## src/rtl/uart_parity_unit.sv

```systemverilog
// uart_parity_unit: shared parity engine for the UART datapath.
// TX half: captures a parallel word and registers its parity bit.
// RX half: accumulates parity from the serial data bits, checks the received
// parity bit and reports per-frame errors plus a sticky error flag.
//
// Handshake: every *_valid input is a single-cycle strobe. There is no ready
// signal, so a strobe is consumed on the rising edge that samples it, and
// back-to-back strobes on consecutive cycles are all accepted. Outputs
// par_valid, par_err and frame_err are one-cycle pulses registered after
// the edge that sampled the causing strobe.
module uart_parity_unit #(
  parameter int DATA_WIDTH = 8,
  localparam int LEN_W = $clog2(DATA_WIDTH) + 1
) (
  input  logic                  CLK,
  input  logic                  RST,
  input  logic                  PAR_EN,
  input  logic [1:0]            PAR_TYP,
  input  logic [LEN_W-1:0]      DATA_LEN,
  input  logic                  Data_Valid,
  input  logic [DATA_WIDTH-1:0] P_DATA,
  output logic                  par_bit,
  output logic                  par_valid,
  input  logic                  rx_start,
  input  logic                  rx_bit_valid,
  input  logic                  rx_bit,
  input  logic                  rx_par_valid,
  input  logic                  rx_par_bit,
  input  logic                  err_clr,
  output logic                  rx_busy,
  output logic                  par_err,
  output logic                  frame_err,
  output logic                  par_err_sticky,
  output logic [1:0]            rx_state
);

  typedef enum logic [1:0] {
    S_IDLE = 2'd0,
    S_DATA = 2'd1,
    S_PAR  = 2'd2
  } rx_state_t;

  localparam logic [1:0] TYP_ODD   = 2'b00;
  localparam logic [1:0] TYP_EVEN  = 2'b01;
  localparam logic [1:0] TYP_MARK  = 2'b10;

  // 0 or anything above DATA_WIDTH selects the full word.
  function automatic logic [LEN_W-1:0] eff_len(input logic [LEN_W-1:0] len);
    if (len == '0 || len > LEN_W'(DATA_WIDTH)) return LEN_W'(DATA_WIDTH);
    else return len;
  endfunction

  // Parity bit from the XOR-reduction of the data and the parity mode.
  function automatic logic par_fn(input logic red, input logic [1:0] typ);
    case (typ)
      TYP_ODD:  return ~red;
      TYP_EVEN: return red;
      TYP_MARK: return 1'b1;
      default:  return 1'b0;
    endcase
  endfunction

  // ---------------- TX half ----------------
  logic [LEN_W-1:0]      tx_len;
  logic [DATA_WIDTH-1:0] tx_masked;
  logic                  tx_par;

  // Mask bits beyond the effective length, then reduce to a parity bit.
  always_comb begin
    tx_len    = eff_len(DATA_LEN);
    tx_masked = '0;
    for (int i = 0; i < DATA_WIDTH; i++) begin
      tx_masked[i] = P_DATA[i] & (i < int'(tx_len));
    end
    tx_par = par_fn(^tx_masked, PAR_TYP);
  end

  // Register the TX parity bit and its one-cycle update pulse.
  always_ff @(posedge CLK) begin
    if (!RST) begin
      par_bit   <= 1'b0;
      par_valid <= 1'b0;
    end else if (Data_Valid) begin
      par_bit   <= PAR_EN ? tx_par : 1'b0;
      par_valid <= PAR_EN;
    end else begin
      par_valid <= 1'b0;
    end
  end

  // ---------------- RX half ----------------
  rx_state_t        state, state_n;
  logic             acc, acc_n;
  logic [LEN_W-1:0] cnt, cnt_n;
  logic [LEN_W-1:0] lat_len, lat_len_n;
  logic             lat_en, lat_en_n;
  logic [1:0]       lat_typ, lat_typ_n;
  logic             par_err_d, frame_err_d;

  // RX next-state logic; rx_start restarts the frame from any state.
  always_comb begin
    state_n     = state;
    acc_n       = acc;
    cnt_n       = cnt;
    lat_len_n   = lat_len;
    lat_en_n    = lat_en;
    lat_typ_n   = lat_typ;
    par_err_d   = 1'b0;
    frame_err_d = 1'b0;
    if (rx_start) begin
      state_n   = S_DATA;
      acc_n     = 1'b0;
      cnt_n     = '0;
      lat_len_n = eff_len(DATA_LEN);
      lat_en_n  = PAR_EN;
      lat_typ_n = PAR_TYP;
    end else begin
      case (state)
        S_DATA: begin
          if (rx_par_valid) begin
            // Parity arrived before all data bits: short frame.
            frame_err_d = 1'b1;
            state_n     = S_IDLE;
          end else if (rx_bit_valid) begin
            acc_n = acc ^ rx_bit;
            cnt_n = cnt + LEN_W'(1);
            if (cnt_n == lat_len) state_n = lat_en ? S_PAR : S_IDLE;
          end
        end
        S_PAR: begin
          if (rx_par_valid) begin
            par_err_d = (rx_par_bit != par_fn(acc, lat_typ));
            state_n   = S_IDLE;
          end
        end
        default: ;
      endcase
    end
  end

  // RX state, accumulator, counter, latched config and error pulses.
  always_ff @(posedge CLK) begin
    if (!RST) begin
      state     <= S_IDLE;
      acc       <= 1'b0;
      cnt       <= '0;
      lat_len   <= '0;
      lat_en    <= 1'b0;
      lat_typ   <= 2'b00;
      par_err   <= 1'b0;
      frame_err <= 1'b0;
    end else begin
      state     <= state_n;
      acc       <= acc_n;
      cnt       <= cnt_n;
      lat_len   <= lat_len_n;
      lat_en    <= lat_en_n;
      lat_typ   <= lat_typ_n;
      par_err   <= par_err_d;
      frame_err <= frame_err_d;
    end
  end

  // Sticky error: a new error wins over a same-cycle clear.
  always_ff @(posedge CLK) begin
    if (!RST) par_err_sticky <= 1'b0;
    else if (par_err_d || frame_err_d) par_err_sticky <= 1'b1;
    else if (err_clr) par_err_sticky <= 1'b0;
  end

  assign rx_busy  = (state != S_IDLE);
  assign rx_state = state;

endmodule
```

## config.mk

```make
export PLATFORM = sky130hd
export DESIGN_NAME = uart_parity_unit
export DESIGN_NICKNAME = d
export VERILOG_FILES = /design/src/rtl/uart_parity_unit.sv
export SDC_FILE = /design/constraint.sdc
export NUM_CORES = 1
export LEC_CHECK = 0
export ABC_AREA = 1
export ABC_CLOCK_PERIOD_IN_PS = 2700
export BUFFER_PORTS_ARGS = -buffer_cell sky130_fd_sc_hd__buf_2
export CAP_MARGIN = 30
export CORE_MARGIN = 1
export CORE_UTILIZATION = 54
export CTS_CLUSTER_DIAMETER = 80
export CTS_CLUSTER_SIZE = 8
export DETAILED_ROUTE_END_ITERATION = 16
export GPL_ROUTABILITY_DRIVEN = 0
export GPL_TIMING_DRIVEN = 1
export PLACE_DENSITY = 0.85
export SLEW_MARGIN = 20
export SYNTH_ARGS = -nofsm -noshare
export SYNTH_HDL_FRONTEND = slang
export SYNTH_SLANG_ARGS = --single-unit
export TNS_END_PERCENT = 50
```

## constraint.sdc

```tcl
create_clock -name CLK -period 2.7 [get_ports CLK]
set_input_delay 0.135 -clock CLK [delete_from_list [all_inputs] [get_ports CLK]]
set_output_delay 0.135 -clock CLK [all_outputs]
set_load 0.02 [all_outputs]
```

==> impl_metrics.env <==
export IMPL_outcome="finished, final reports clean"
export IMPL_num_nets_final=235
export IMPL_start_util_pct=57.3
export IMPL_synth_common_cells="nand2_1, inv_1, nand3_1"
export IMPL_grt_max_degree=13
export IMPL_cts_sinks=19
export IMPL_syn_nets=200
export IMPL_synth_top_area_share_pct=34.2
export IMPL_portBuffers=31
export IMPL_firstDrtPassIters=5
export IMPL_met3_usage_pct=4.53
export IMPL_core_region_area_sq_um=1940
export IMPL_syn_area_sq_um=1110
export IMPL_drt_iter0_drc=15
export IMPL_io_pins=32
export IMPL_synth_seq_area_share_pct=34.2
export IMPL_yosysUniqueCellTypes=23
export IMPL_worstPathArrival_ps=1890
export IMPL_finalPower_uw=586
export IMPL_grt_pass1_vias=910
export IMPL_maxCapViolCount=0
export IMPL_num_rows=16
export IMPL_root_buffer="clkbuf_4"
export IMPL_maxSlewHeadroom_pct=55.1
export IMPL_leakagePower_nw=0.703
export IMPL_synthTopCellsByArea="dfxtp_1, nand2_1, nand3_1"
export IMPL_cts_tree="done"
export IMPL_drc=0
export IMPL_drv_slew=0
export IMPL_setup_tns_ps=0
export IMPL_use_met1_pct=24.1
export IMPL_postRouteAntennaNets=0
export IMPL_busiest_layer="met2"
export IMPL_dp_hpwl_um=1890
export IMPL_htreeDepth=1
export IMPL_dieWidth_um=47.4
export IMPL_rsz0062_at_grt="no"
export IMPL_seq_area_sq_um=380
export IMPL_post_drt_wl_per_cell_um=9.80
export IMPL_antenna_found_initial=0
export IMPL_avgSynthCellArea_sq_um=6.36
export IMPL_powerDensity_nw_per_um2=441
export IMPL_antennaDiodeCount=0
export IMPL_synth_most_common_cell="nand2_1"
export IMPL_use_met2_pct=41.1
export IMPL_clk_latency_ps=300
export IMPL_cts_setup_buffers=0
export IMPL_cts_buffers=3
export IMPL_synth_edf_count=0
export IMPL_clkTransAtPathRegs_ps=110
export IMPL_clockBufferDepth=2
export IMPL_start_kind="flip-flop"
export IMPL_endpoint_kind="flip-flop"
export IMPL_yosysWarnings=0
export IMPL_post_route_min_period_ps=1640
export IMPL_tightest_slew_ps=671
export IMPL_post_cts_resized=0
export IMPL_hold_viol=0
export IMPL_multi_input_area_sq_um=636
export IMPL_cp_required_ps=2950
export IMPL_skew_ps=2.13
export IMPL_hold_class="in2reg"
export IMPL_syn_to_final_growth_pct=19.3
export IMPL_ys_async_sr_fraction_pct=0
export IMPL_path_class="reg2reg"
export IMPL_final_layout_size_suffix_gt1_share_pct=22.0
export IMPL_vias=1191
export IMPL_grt_pass1_wl_um=3470
export IMPL_ir_worst_vdd_uv=294
export IMPL_nFillCells=202
export IMPL_critPathMaxFanout=4
export IMPL_setup_viol=0
export IMPL_ys_ff_latch=19
export IMPL_avgViaCountPerCell=5.05
export IMPL_die_h_um=47.4
export IMPL_synth_ff_type="dfxtp_1"
export IMPL_grt_ovfl_total=0
export IMPL_syn_inst=175
export IMPL_drt_wl_total_um=2310
export IMPL_fmax_ghz=0.610
export IMPL_yosys_area_top_type="dfxtp_1"
export IMPL_period_share_pct=60.7
export IMPL_cts_hold_buf=0
export IMPL_grt_total_usage_pct=22.0
export IMPL_die_area_sq_um=2250
-- stage by stage --
stage | std cells | hold slack (ps) | cell area [sq um] | setup WS (ps) | util, %
6_report | 236 | 81.4 | 1330 | 1060 | 68.4
5_1_grt | 236 | 88.2 | 1330 | 883 | 68.4
4_1_cts | 236 | 79.2 | 1330 | 1060 | 68.4
3_5_place_dp | 232 | 397 | 1300 | 1090 | 66.9
3_3_place_gp | 232 | 387 | 1300 | 1180 | 66.9
2_1_floorplan | 175 | 265 | 1110 | 1260 | -
-- metal layers --
| layer | part of all wire, % | vias up |
|---|---|---|
| met1 | 44 | 523 |
| met2 | 52 | 32 |
| met5 | 0 | - |
| met4 | 0.56 | 0 |
| li1 | - | 634 |
| met3 | 3.0 | 2 |
-- registers in the layout (all words and copies together) (netlist names) --
name and cells:
acc 1, cnt 4, frame_err 1, lat_en 1
lat_len 4, lat_typ 2, par_bit 1, par_err 1
par_err_sticky 1, par_valid 1, rx_state 2
-- cells by family after synthesis --
| group | count (synthesis) | share of synthesized area (%) |
|---|---|---|
| AO/OA/AOI/OAI | 23 | 11.3 |
| AND/OR/NAND/NOR | 100 | 39.9 |
| flip-flops | 19 | 34.2 |
| XOR/XNOR | 6 | 4.72 |
| buffers and inverters | 26 | 8.76 |
| adder cells (fa/ha/maj) | 1 | 1.12 |
-- worst max-delay path, stage by stage (launching register included) --
cell and delay [ps]:
dfxtp_1 350, ha_1 330, xnor2_1 170, nand3_1 90, nor2_1 110, nand3_1 80, a21oi_1 210, o21ai_0 100
a21oi_1 140
-- report_power, final --
part	switching [mW]	total, mW	internal, mW
combinational	0.0863	0.138	0.0515
clock	0.0925	0.149	0.0565
sequential	0.00718	0.299	0.292
total	0.186	0.586	0.400
-- cell usage in the layout (no fill, tap or decap) --
cell type and instances:
a21oi_1 7, a21oi_2 1, a31oi_1 1, buf_2 31, clkbuf_4 3, clkinvlp_4 1
dfxtp_1 19, ha_1 1, inv_1 22, inv_2 3, nand2_1 55, nand2_2 2
nand3_1 21, nand3_2 3, nand4_1 3, nor2_1 13, nor2_4 1, nor3_1 1
o21ai_0 10, o21ai_1 1, o22ai_1 1, o31ai_1 2, or2_2 1, xnor2_1 2
xor2_1 4
-- final timing paths --
path              slack (ps)   start  cells after the start     endpoint
setup / recovery        1060  cnt[0]                      8  rx_state[1]
hold / removal            80  PAR_EN                      3       lat_en
setup reg to reg        1060  cnt[0]                      8  rx_state[1]
hold reg to reg          460  lat_en                      2       lat_en
-- layout make-up --
cell class | count | share of cell area, %
Multi-Input combinational cell | 130 | 47.8
Timing Repair Buffer | 31 | 11.7
Sequential cell | 19 | 28.6
Clock buffer | 3 | 1.69
Clock inverter | 1 | 0.565
Tap cell | 27 | 2.54
Inverter | 25 | 7.06
No activity file was read; power rests on OpenSTA's default activity.
